$ cat config.mk
export PLATFORM = sky130hd
export DESIGN_NAME = mem_access_unit
export DESIGN_NICKNAME = d
export VERILOG_FILES = /design/src/rtl/mem_access_unit_pkg.sv /design/src/rtl/byte_lane_merge.sv /design/src/rtl/mem_access_unit.sv
export SDC_FILE = /design/constraint.sdc
export NUM_CORES = 1
export LEC_CHECK = 0
export CAP_MARGIN = 20
export CORE_MARGIN = 2
export CORE_UTILIZATION = 39
export CTS_CLUSTER_SIZE = 16
export DETAILED_ROUTE_END_ITERATION = 8
export PLACE_DENSITY = 0.79
export REMOVE_ABC_BUFFERS = 1
export SYNTH_ARGS = -nofsm -noshare
export SYNTH_HDL_FRONTEND = slang
export SYNTH_SLANG_ARGS = --single-unit
$ cat constraint.sdc
create_clock -name Clk -period 1.81 [get_ports Clk]
set_input_delay 0.362 -clock Clk [delete_from_list [all_inputs] [get_ports Clk]]
set_output_delay 0.362 -clock Clk [all_outputs]
set_load 0.01 [all_outputs]
$ cat src/rtl/mem_access_unit_pkg.sv
// Shared definitions for the memory access unit.
// Holds the FSM state encoding, byte-lane constants and the data/RAM address widths
// used by mem_access_unit and byte_lane_merge.
package mem_access_unit_pkg;

    localparam int unsigned DataWidth    = 32;
    localparam int unsigned RamAddrWidth = 10;

    // FSM state encoding
    localparam logic [1:0] StIdle = 2'd0;
    localparam logic [1:0] StRd   = 2'd1;
    localparam logic [1:0] StWr   = 2'd2;
    localparam logic [1:0] StDone = 2'd3;

    // Little-endian byte lanes selected by address bits [1:0]
    localparam logic [1:0] Lane0 = 2'd0;  // bits [7:0]
    localparam logic [1:0] Lane1 = 2'd1;  // bits [15:8]
    localparam logic [1:0] Lane2 = 2'd2;  // bits [23:16]
    localparam logic [1:0] Lane3 = 2'd3;  // bits [31:24]

endpackage

$ cat src/rtl/byte_lane_merge.sv
// Combinational byte-lane helper.
// Ports:
//   word_i    - source word (RAM read data)
//   lane_i    - selected byte lane (address bits [1:0])
//   byte_i    - byte to insert for a byte store
//   extract_o - selected lane of word_i, zero-extended
//   merged_o  - word_i with the selected lane replaced by byte_i
module byte_lane_merge
    import mem_access_unit_pkg::*;
(
    input  logic [DataWidth-1:0] word_i,
    input  logic [1:0]           lane_i,
    input  logic [7:0]           byte_i,
    output logic [DataWidth-1:0] extract_o,
    output logic [DataWidth-1:0] merged_o
);

    always_comb begin
        extract_o = '0;
        merged_o  = word_i;
        unique case (lane_i)
            Lane0: begin
                extract_o[7:0] = word_i[7:0];
                merged_o[7:0]  = byte_i;
            end
            Lane1: begin
                extract_o[7:0] = word_i[15:8];
                merged_o[15:8] = byte_i;
            end
            Lane2: begin
                extract_o[7:0]  = word_i[23:16];
                merged_o[23:16] = byte_i;
            end
            Lane3: begin
                extract_o[7:0]  = word_i[31:24];
                merged_o[31:24] = byte_i;
            end
        endcase
    end

endmodule

$ cat src/rtl/mem_access_unit.sv
// Load/store unit sitting between the decode stage and a word-wide RAM.
// Word loads/stores take one RAM access; byte loads extract a lane; byte stores
// perform a read-modify-write (RD then WR).
// Ports:
//   Clk, Reset_n           - clock, asynchronous active-low reset
//   Start                  - begin an access (sampled only in IDLE)
//   Mem_WrEn, Byte_en      - store/load and byte/word select, captured on Start
//   ALU_MEM_Addr           - byte address, captured on Start
//   MEM_DataIn             - store data, captured on Start
//   MEM_out                - last load result
//   Busy, Done             - access in flight / one-cycle completion pulse
//   Ram_Req, Ram_We        - RAM request and write strobe
//   Ram_Addr, Ram_Wdata    - RAM word index and write data
//   Ram_Rdata, Ram_Ack     - RAM read data (valid with Ack) and acknowledge
module mem_access_unit
    import mem_access_unit_pkg::*;
(
    input  logic                    Clk,
    input  logic                    Reset_n,
    input  logic                    Start,
    input  logic                    Mem_WrEn,
    input  logic                    Byte_en,
    input  logic [DataWidth-1:0]    ALU_MEM_Addr,
    input  logic [DataWidth-1:0]    MEM_DataIn,
    output logic [DataWidth-1:0]    MEM_out,
    output logic                    Busy,
    output logic                    Done,
    output logic                    Ram_Req,
    output logic                    Ram_We,
    output logic [RamAddrWidth-1:0] Ram_Addr,
    output logic [DataWidth-1:0]    Ram_Wdata,
    input  logic [DataWidth-1:0]    Ram_Rdata,
    input  logic                    Ram_Ack
);

    logic [1:0]           state_q, state_d;
    logic                 we_q, we_d;
    logic                 byte_q, byte_d;
    logic [11:0]          addr_q, addr_d;   // word index [11:2] + lane [1:0]
    logic [DataWidth-1:0] wdata_q, wdata_d;
    logic [DataWidth-1:0] mem_out_q, mem_out_d;

    logic [DataWidth-1:0] lane_extract;
    logic [DataWidth-1:0] lane_merged;

    // Address bits above the RAM window are not needed.
    logic unused_addr_hi;
    assign unused_addr_hi = ^ALU_MEM_Addr[DataWidth-1:12];

    byte_lane_merge u_byte_lane_merge (
        .word_i    (Ram_Rdata),
        .lane_i    (addr_q[1:0]),
        .byte_i    (wdata_q[7:0]),
        .extract_o (lane_extract),
        .merged_o  (lane_merged)
    );

    always_comb begin
        state_d   = state_q;
        we_d      = we_q;
        byte_d    = byte_q;
        addr_d    = addr_q;
        wdata_d   = wdata_q;
        mem_out_d = mem_out_q;
        unique case (state_q)
            StIdle: begin
                if (Start) begin
                    we_d    = Mem_WrEn;
                    byte_d  = Byte_en;
                    addr_d  = ALU_MEM_Addr[11:0];
                    wdata_d = MEM_DataIn;
                    // Only a word store skips the read phase.
                    state_d = (Mem_WrEn && !Byte_en) ? StWr : StRd;
                end
            end
            StRd: begin
                if (Ram_Ack) begin
                    if (we_q) begin
                        // Byte store: the merged word becomes the write data for WR.
                        wdata_d = lane_merged;
                        state_d = StWr;
                    end else begin
                        mem_out_d = byte_q ? lane_extract : Ram_Rdata;
                        state_d   = StDone;
                    end
                end
            end
            StWr: begin
                if (Ram_Ack) begin
                    state_d = StDone;
                end
            end
            StDone: begin
                state_d = StIdle;
            end
        endcase
    end

    always_ff @(posedge Clk or negedge Reset_n) begin
        if (!Reset_n) begin
            state_q   <= StIdle;
            we_q      <= 1'b0;
            byte_q    <= 1'b0;
            addr_q    <= '0;
            wdata_q   <= '0;
            mem_out_q <= '0;
        end else begin
            state_q   <= state_d;
            we_q      <= we_d;
            byte_q    <= byte_d;
            addr_q    <= addr_d;
            wdata_q   <= wdata_d;
            mem_out_q <= mem_out_d;
        end
    end

    assign Ram_Req   = (state_q == StRd) || (state_q == StWr);
    assign Ram_We    = (state_q == StWr);
    assign Busy      = Ram_Req;
    assign Done      = (state_q == StDone);
    assign Ram_Addr  = addr_q[11:2];
    assign Ram_Wdata = wdata_q;
    assign MEM_out   = mem_out_q;

endmodule

# After elaboration in Yosys (flattened, before gate mapping)
# Index checks and enable logic that the tools add are counted.
word_totals:
  regBits: 80
  input_bits: 102
  output_inout_bits: 78
  wordCells: 46
classes:
  n_eq_ne: 11
  n_mux: 16
  n_bitwise: 1
  reduce_logical: 11
ops:
  columns: ["operator", "n"]
  rows:
  - ["2-to-1 mux 32 bit", 4]
  - ["case mux 32 bit (2 select lines)", 1]
  - ["2-to-1 mux 8 bit", 4]
  - ["case mux 8 bit (4 select lines)", 1]
  - ["== test 2 bit (second input constant)", 4]
  - ["2-to-1 mux 2 bit", 4]
  - ["!= test 2 bit (second input constant)", 4]
  - ["case mux 2 bit (4 select lines)", 1]
  - ["AND reduction 3 bit", 2]
  - ["AND reduction 5 bit", 1]
  - ["== test 2 x 1 -> 1 bit (second input constant)", 2]
  - ["zero test 2 bit", 2]
  - ["AND reduction 4 bit", 1]
  - ["!= test 2 x 1 -> 1 bit (second input constant)", 1]
  - ["AND reduction 2 bit", 1]
  - ["nonzero test 2 bit", 1]
  - ["logical AND 1 bit", 1]
  - ["zero test 1 bit", 1]
  - ["logical OR 1 bit", 1]
  - ["2-to-1 mux 1 bit", 1]
  - ["inverter 1 bit", 1]

# Longest topological paths before layout
depth:
  word_depth: 5
  mapped_depth: 7
  mapped_depth_nobuf: 5

# Modules after synthesis
# Synthesis repeated with hierarchy kept, for this count alone.
hier_totals:
  hier_cells: 415
  area_unflattened_um2: 4554.4
modules_own_cells:
  columns: ["mod", "n_inst", "cells_per_inst", "area_each_um2", "seq_area_each_um2"]
  rows:
  - ["mem_access_unit", 1, 342, 3718.6, 2001.9]
  - ["byte_lane_merge", 1, 73, 835.8, 0.0]

# Least setup slack after synthesis
# Ideal clock, no wire load.
synth_path:
  kind: "reg-to-reg"
  from: "reg state_q[0]"
  to: "reg wdata_q[0], in the netlist Ram_Wdata[0]"
  setup_time_ns: 0.125
  arrival_ns: 1.804
  required_ns: 1.685
  slack_ns: -0.118
  path_stages_with_launch: 7
  n_path_buf: 1
  period_less_slack_ns: 1.928
  path_cell_list: "dfrtp_1 -> inv_1 -> ha_1 -> buf_6 -> nor2b_4 -> a2111oi_4 -> mux2_2"
synth_via:
  elab_chain_cells: 3
  word_cells_on_any_way: 9
  cone_classes: "5 x eq/ne; 1 x mux; 3 x reduce/logical"
synth_rtl:
  columns: ["element", "line_no", "text"]
  rows:
  - ["start, declared", "mem_access_unit.sv:36", "logic [1:0] state_q, state_d;"]
  - ["start signal, assigned", "mem_access_unit.sv:101", "state_q <= StIdle;"]
  - ["start signal, assigned", "mem_access_unit.sv:108", "state_q <= state_d;"]
  - ["== test 2 x 1 -> 1 bit or zero test 2 bit (tied branches)", "mem_access_unit.sv:65", "unique case (state_q)"]
  - ["!= test 2 bit (no line) or nonzero test 2 bit (tied branches)", null, null]
  - ["AND reduction 5 bit (no line)", null, null]
  - ["end signal, assigned", "mem_access_unit.sv:112", "wdata_q <= wdata_d;"]
  - ["end, declared", "mem_access_unit.sv:40", "logic [DataWidth-1:0] wdata_q, wdata_d;"]
# Parallel ways exist; a longest one is shown, timed or not.
# A chain may end at the register's enable or synchronous reset.

# Worst setup path in the final report
layout_path:
  from: "reg state_q[0]"
  to: "reg wdata_q[25], in the netlist Ram_Wdata[25]"
layout_via:
  elab_chain_cells: 3
  word_cells_on_any_way: 8
  cone_classes: "4 x eq/ne; 1 x mux; 3 x reduce/logical"
layout_rtl:
  columns: ["element", "line_no"]
  rows:
  - ["== test 2 x 1 -> 1 bit or zero test 2 bit (tied branches)", "mem_access_unit.sv:65"]
  - ["!= test 2 bit (no line) or nonzero test 2 bit (tied branches)", null]
  - ["AND reduction 4 bit (no line)", null]
# Parallel ways exist; a longest one is shown, timed or not.

==> flow_summary.ini <==
[setup_path]
ff2ff_path_depth = 7
cp_common_cell = buf_6
start_kind = flop
rrSetupSlack_ns = -0.09
cp.buffers_inverters = 3
critPathArrivalTime_ns = 2.13
path_delay_family = buffers and inverters
crit_required_ns = 2.04
cpMaxStageDelayCell = dfrtp_1
path_class = reg -> reg
reg2reg_from = state_q[0]
cp_slowest_stage_delay_ns = 0.40
crit_path_max_fanout = 24
cp.depth = 7
timing.rr.end = Ram_Wdata[25]
end_kind = flop
crit_chain = buf_6 -> buf_6 -> ha_2 -> a21boi_4 -> nor3_4 -> buf_12 -> mux2_2

[global_route]
grtUsageTotal = 0.2259
grt_max_degree = 73
overflow = 0
grt_pass1_vias = 3845
grt_pass1_wl_mm = 20.51
antenna_found_initial = 0

[logic_synthesis]
synthFlopType = dfrtp_1
synth_most_common_cell = dfrtp_1
synth.distinct_cells = 38
synth_top_area_share = 0.4599
ys_warn_count = 0
yosysTopAreaCell = dfrtp_1
synthArstFlopShare = 1.000
syn-cell-area_um2 = 4353
netlist_top_cells_count = dfrtp_1, nand2_1, mux2_2, inv_1, nand3b_1
syn_inst = 425
yosys-top-cells-area = dfrtp_1, mux2_2, nand2_1
ys_seq_elements = 80
syn_area_per_cell_um2 = 10.24
yosysSeqAreaShare = 0.4599
synth-edff-count = 0

[drt]
drtIter0Drc = 237
vias_per_cell = 5.186
routedWlPerCell_um = 18.29
wl_met2_mm = 6.526
drtAntennaViolNets = 0
highest_layer = met4
drc = 0
firstDrtPassIters = 6
vias = 3729
wl_met3_um = 666
wl_met1_mm = 5.423
wl_mm = 13.15

[status]
violations = negative setup slack
status = complete, but fails checks

[timing]
post-route-period-util = 1.050
setup_viol = 34
rsz0062_at_grt = yes
finalMaxSlewViolations = 0
hold_viol = 0
tightest_slew_ns = 0.3923
timing.fmax_mhz = 526.2
finalCriticalPeriod_ns = 1.900
fin_ws_ns = -0.09032
slew-limit-headroom = 0.7385
fin_skew_ns = 0.01630
finalSetupTns_ns = -1.947

[floorplan]
dieArea_um2 = 12020
die_width_um = 109.6
rows = 38
die_y_um = 109.6
core_area_um2 = 10890
start_util = 0.3998
io_pins = 180

[clock_network]
numClockSinks = 80
cts.clk_slew.worst_paths_ns = 0.09
cts_tree = yes
root_buffer = clkbuf_8
cts_max_level = 3
clk_latency_ns = 0.36
clock_path_buffers = 2
cts_buffers = 9

[finish]
design_area_um2 = 6422
drive_above_1_share = 0.1779
instances_no_fill = 719
insertedDiodeCount = 0
num-fill-cells = 924
area.growth.synth_to_final_pct = 47.54
nets = 681

[place]
port_buffers = 159
gp_congestion = 0.8825
post-dp-hpwl_mm = 9.915
dpl_cell_area_um2 = 6118
dp_cells = 699

[power]
p_leak_nw = 2.733
irDropWorstVdd_v = 0.0007531
powerDensity_nw_per_um2 = 1762

[min_path]
hp-class = in -> async

[flow_run]
maxCapViolCount = 0
[how the worst max path moves through the flow]
stage                     from  slack (ns)       endpoint
floorplan           state_q[1]       -1.32   Ram_Wdata[0]
global placement       Ram_Ack       -0.11  Ram_Wdata[27]
detailed placement     Ram_Ack       -0.15  Ram_Wdata[25]
CTS                 state_q[0]       -0.07  Ram_Wdata[25]
global route        state_q[0]       -0.12  Ram_Wdata[25]
finish              state_q[0]       -0.09  Ram_Wdata[25]
[layout make-up]
type                       count  area [um2]  area share
clock buffer                  13       168.9     0.02630
tap                          140       175.2     0.02727
multi-input combinational    272        2091      0.3255
clock inverter                 3       23.77    0.003702
timing repair buffer         184        1861      0.2897
inverter                      27       101.3     0.01578
sequential                    80        2002      0.3117
[sequential cells by signal, indices dropped and copies added, names as in the netlist]
register,count
Ram_Wdata,32
MEM_out,32
we_q,1
addr_q,12
byte_q,1
state_q,2
[logic make-up (layout without fill, tap and decap cells)]
kind of cell / after synthesis / count (layout) / share of synthesized area
multiplexers: 61 / 61 / 0.1555
adder cells (fa/ha/maj): 5 / 5 / 0.01437
AO/OA/AOI/OAI: 50 / 50 / 0.1000
buffers and inverters: 73 / 227 / 0.07703
flip-flops: 80 / 80 / 0.4599
AND/OR/NAND/NOR: 156 / 156 / 0.1932
[where the power goes]
group / switching (mW) / internal (mW)
Sequential: 0.617 / 2.67
Clock: 0.673 / 0.617
Combinational: 2.95 / 3.78
[worst reg2reg max path: stages, from the launching register on]
cell      delay, ns
dfrtp_1        0.40
buf_6          0.12
buf_6          0.11
ha_2           0.20
a21boi_4       0.16
nor3_4         0.20
buf_12         0.21
mux2_2         0.37
[what timing repair did]
action	CTS	global route
hold endpoints to repair	27	0
setup endpoints to repair	36	43
setup buffers	3	0
hold buffers	1	0
resized for setup	25	5
[metal layers]
metal	track usage	up-vias
met1	0.2910	1757
met3	0.03497	42
met4	0.1076	0
met2	0.3717	137
li1	-	1793
met5	0	-
[placed cells by master, fill, tap and decap left out, types with 2 or more instances in the layout]
master / netlist / final
nor3_1: 8 / 8
ha_1: 5 / 2
mux2i_1: 8 / 8
mux2_2: 52 / 44
and2_1: 2 / 2
nand4b_1: 16 / 16
nor2_1: 12 / 11
buf_12: 0 / 6
nor2b_1: 2 / 2
inv_1: 27 / 26
mux2_4: 0 / 8
ha_4: 0 / 2
nand2b_1: 4 / 4
o2bb2ai_1: 8 / 8
a211oi_1: 8 / 8
nand2_1: 74 / 74
dlygate4sd2_1: 0 / 3
nand3b_1: 25 / 25
buf_4: 11 / 15
clkinvlp_4: 0 / 2
clkdlybuf4s50_1: 0 / 154
buf_6: 1 / 4
clkbuf_8: 0 / 12
nand4_1: 8 / 8
o221ai_1: 24 / 24
dfrtp_1: 80 / 80
[metrics by stage]
step	worst slack (ns)	util	hold slack (ns)	power [mW]
final	-0.09032	0.5899	0.4695	11.32
after CTS	-0.07293	0.5896	0.4733	11.35
after detailed placement	-0.1514	0.5619	0.3192	9.781
after global placement	-0.1115	0.5619	0.3129	9.557
after global routing	-0.1208	0.5899	0.4975	12.02
after floorplan	-1.316	-	0.06641	6.527
No activity file was read; power rests on OpenSTA's default activity.
==> RTL edit 1 (same flow settings) <==
Change the package constant `DataWidth` from 32 to 40.
--- a/src/rtl/mem_access_unit_pkg.sv
+++ b/src/rtl/mem_access_unit_pkg.sv
@@ -4,5 +4,5 @@
 package mem_access_unit_pkg;
 
-    localparam int unsigned DataWidth    = 32;
+    localparam int unsigned DataWidth    = 40;
     localparam int unsigned RamAddrWidth = 10;
 
Interface: changed (5 resized); port bits go from 180 to 220. No check against the original RTL was run, so the function may have changed too.
==> RTL edit 1 against the original RTL <==
- the run ends with hold timing, setup timing left
- total power grew 30%
- area after synthesis grew 16%
- synthesized cell count grew 14%
- sequential cell count grew 16
- worst setup slack gained 0.085 ns
- wire length grew 24%
- hold slack lost 0.47 ns
- sequential power grew 21%
- combinational power grew 30%
- non-clock buffer count grew 67
- cell area grew 23%
- highest routed layer unchanged
==> RTL edit 1: results (changes against the original RTL) <==
[setup_path]
slowest_stage = dfrtp_2  ; was dfrtp_1
cpLargestDelayFamily = compound AO/OA/AOI/OAI gates  ; was buffers and inverters
r2r-end = Ram_Wdata[0]$_DFFE_PN0P_  ; was Ram_Wdata[25]$_DFFE_PN0P_
crit_fanout = 4  ; was 24
worstRegToRegCells = 5  ; was 7
max_stage_delay_ns = 0.44  ; was 0.40 ns

[outcome]
status = finished, violations left  ; unchanged
violations = hold timing, setup timing  ; was setup timing

[global_routing]
grt_usage_pct = 23.33  ; was 22.59%
grt_pass1_vias = 4789  ; was 3,845
grt_pass1_wl_um = 25500  ; was 20,510 µm
grt_max_degree = 39  ; was 73

[power]
leakage_nw = 3.419  ; was 2.733 nW
ir_drop_mv = 0.7377  ; was 0.7531 mV

[synthesis]
yosys-top-cells-area = dfrtp_1 48%, mux2_2 15%, nand2_1 6.8%, nand3b_1 4.9%, o221ai_1 4.2%  ; was dfrtp_1 46%, mux2_2 13%, nand2_1 6.4%, o221ai_1 4.8%, nand3b_1 4.3%
async_reset_ff_share_pct = 100.0  ; unchanged
synth_cell_type_count = 36  ; was 38
ys_seq_area_share_pct = 47.52  ; was 45.99%
ys_top_cells_by_count = 96 x dfrtp_1, 91 x nand2_1, 68 x mux2_2  ; was 80 x dfrtp_1, 74 x nand2_1, 52 x mux2_2

[clocking]
postCtsHoldBufs = 0  ; was 1
htreeDepth = 3  ; unchanged
root_buffer = clkbuf_16  ; was clkbuf_8
cts_buffers = 9  ; unchanged
clkTransAtPathRegs_ns = 0.06  ; was 0.09 ns
clk_latency_ns = 0.34  ; was 0.36 ns

[timing]
worst_pin_slew_ns = 0.5288  ; was 0.3923 ns
holdWs_ns = -0.0009877  ; was 0.4695 ns
finalWorstSetupSlack_ns = -0.005343  ; was -0.09032 ns
finalHoldViolCount = 3  ; was 0
setup_viol = 4  ; was 34

[cells_and_area]
fin_nets = 827  ; was 681
drive_gt1_share_pct = 22.54  ; was 17.79%

[placed_design]
numPortBuffers = 191  ; was 159
dp.final_hpwl_um = 11890  ; was 9915 µm
place.gp.congestion = 0.9056  ; was 0.8825

[detailed_routing]
routed-wl-met2_um = 8579  ; was 6526 µm
m1WireLength_um = 6492  ; was 5423 µm
wl_met3_um = 673  ; was 666 µm
routed_via_density = 5.225  ; was 5.186
drt_pass1_iterations = 5  ; was 6

-- RTL edit 1: cell type report --
class	count	area [µm²]
fill	1060	4712
timing repair buffer	251	2489
sequential	96	2404
multi-input combinational	311	2380
clock buffer	14	284.0
tap	172	215.2
inverter	27	101.3
clock inverter	2	35.03
-- RTL edit 1: layer usage --
layer	vias to the layer above	global-route usage, %
met3	41	2.665
li1	2118	-
met4	0	11.82
met1	2233	28.06
met2	169	41.17
met5	-	0
-- RTL edit 1: worst reg2reg max path: cells and delay by family (launching register included) --
family,cells,cell delay (ns)
AOI/OAI and AO/OA,2,0.52
DFF,1,0.44
muxes,1,0.33
buffers and inverters,1,0.22
adders and majority gates,1,0.19
-- RTL edit 1: per-stage QoR --
step                std cells  instance area (µm²)  worst slack, ns  total power, mW  hold WS, ns
floorplan                 434                 4808           -1.323            7.829      0.06641
global placement          845                 7366          -0.1996            11.97       0.3736
detailed placement        845                 7366          -0.2385            12.22       0.3801
CTS                       869                 7819       -0.0005380            14.64      0.01128
global route              873                 7908         -0.05328            15.55      0.03204
finish                    873                 7908        -0.005343            14.74   -0.0009877
-- RTL edit 1: cell families (layout without fill, tap and decap cells) --
kind of cell,after synthesis,after routing,synth area share (%)
adder cells (fa/ha/maj),5,5,1.238
AO/OA/AOI/OAI,49,49,8.466
flip-flops,96,96,47.52
buffers and inverters,78,294,6.881
multiplexers,78,78,17.15
AND/OR/NAND/NOR,179,179,18.74
-- RTL edit 1: how the worst max path moves through the flow --
stage / startpoint / end / slack, ns / cells after the start
4_1_cts: state_q[1]$_DFFE_PN0P_ / Ram_Wdata[0]$_DFFE_PN0P_ / -0.0005 / 6
3_5_place_dp: Ram_Ack / Ram_Wdata[26]$_DFFE_PN0P_ / -0.24 / 5
2_1_floorplan: state_q[1]$_DFFE_PN0P_ / Ram_Wdata[0]$_DFFE_PN0P_ / -1.32 / 5
5_1_grt: state_q[0]$_DFFE_PN0P_ / Ram_Wdata[4]$_DFFE_PN0P_ / -0.05 / 5
3_3_place_gp: Ram_Ack / Ram_Wdata[39]$_DFFE_PN0P_ / -0.20 / 5
6_report: state_q[0]$_DFFE_PN0P_ / Ram_Wdata[0]$_DFFE_PN0P_ / -0.005 / 5
-- RTL edit 1: power breakdown --
group | internal, mW | switching [mW]
sequential | 3.24 | 0.742
combinational | 4.95 | 3.80
clock | 1.22 | 0.779
-- RTL edit 1: timing repair --
action | CTS | global route
endpoints found under the setup margin | 52 | 40
gates resized for setup | 18 | 7
setup buffers | 7 | 4
pin swaps | 3 | 1
gates cloned | 1 | 1
==> RTL edit 2 (same flow settings) <==
Made on the original files. Make the reset (`Reset_n`) synchronous in one clocked block. Comments in the files are not updated.
--- a/src/rtl/mem_access_unit.sv
+++ b/src/rtl/mem_access_unit.sv
@@ -97,5 +97,5 @@
     end
 
-    always_ff @(posedge Clk or negedge Reset_n) begin
+    always_ff @(posedge Clk) begin
         if (!Reset_n) begin
             state_q   <= StIdle;
Check against the original RTL: differs if Reset_n is asserted again (counterexample within 4 cycles, from zero or initial values and one cycle with Reset_n low); with Reset_n held inactive, the same outputs for 4 cycles.
==> RTL edit 2 against the original RTL <==
- total power is 23% lower
- critical path depth is 6 lower
- clock power is 15% higher
- worst setup slack better by 0.15 ns
- first-iteration DRC count is 2.1% higher
- sequential cell count stayed put
- hold slack worse by 0.018 ns
- area after synthesis is 5.1% lower
- cell area is 3.6% lower
- fmax is 8.6% higher
- register-to-register slack better by 0.19 ns
- wire length is 7.0% higher
- largest cell class unchanged
==> RTL edit 2: results (changes against the original RTL) <==
[setup_path]
r2r-end = Ram_Wdata[27]$_SDFFE_PN0P_  ; was Ram_Wdata[25]$_DFFE_PN0P_
max_stage_delay_ns = 0.58  ; was 0.40 ns
arrival_ns = 1.39  ; was 2.13 ns
worstRegToRegCells = 6  ; was 7

[timing]
setup_viol = 0  ; was 34
worst_pin_slew_ns = 0.4641  ; was 0.3923 ns

[global_routing]
grt_use_met3_pct = 7.295  ; was 3.497%
grt_usage_pct = 24.60  ; was 22.59%

[cells_and_area]
fin_nets = 738  ; was 681
multi_input_cells = 330  ; was 272
buf_share_pct = 30.38  ; was 28.97%
n_clock_buffer = 11  ; was 13
n_all_inverters = 19  ; was 27
regArea_um2 = 1608  ; was 2002 µm²

[synthesis]
synth_compound_area_share_pct = 22.29  ; was 10.00%
synthAdderAreaFrac_pct = 1.514  ; was 1.437%
synth_cell_type_count = 40  ; was 38
async_reset_ff_share_pct = 0  ; was 100.0%

[detailed_routing]
m1WireLength_um = 5724  ; was 5423 µm
drtIter0Drc = 242  ; was 237
drt_pass1_iterations = 5  ; was 6

[placed_design]
place_area_um2 = 5814  ; was 6118 µm²
place.gp.congestion = 0.8788  ; was 0.8825
dp.final_hpwl_um = 9980  ; was 9915 µm

[outcome]
status = finished, final reports clean  ; was finished, violations left

[power]
p_seq_mw = 2.64  ; was 3.29 mW
ir_drop_mv = 0.8605  ; was 0.7531 mV

[clocking]
cts-resized-gates = 11  ; was 25

[worst_hold_path]
hp-class = reg2reg  ; was in2async

## RTL edit 2: changes by cell type in the layout (fill, tap and decap cells not counted), sizes merged, moves of 9 or more
cell	delta
nand3	+15
o22ai	+15
a21oi	+37
nand2	+14
mux2	-37
a22o	+24
dfxtp	+80
o31ai	+9
dfrtp	-80
nor3	-9
## RTL edit 2: per-stage QoR
stage | worst slack (ns) | util (%) | cells | hold WS, ns | total power, mW
after global routing | 0.01098 | 59.96 | 772 | 0.4709 | 9.190
after floorplan | -0.7275 | - | 425 | 0.4648 | 4.689
after CTS | -0.01160 | 59.29 | 768 | 0.4555 | 8.492
after detailed placement | -0.5263 | 56.32 | 747 | 0.4451 | 6.773
final | 0.06094 | 59.96 | 772 | 0.4519 | 8.670
after global placement | -0.4409 | 56.32 | 747 | 0.4401 | 6.631
## RTL edit 2: worst register-to-register path, cell delays in order, from the launching register on
cell and delay, ns:
dfxtp_2 0.34, inv_1 0.09, ha_2 0.21, a21boi_4 0.15
buf_4 0.18, o31a_2 0.40, a22o_1 0.24
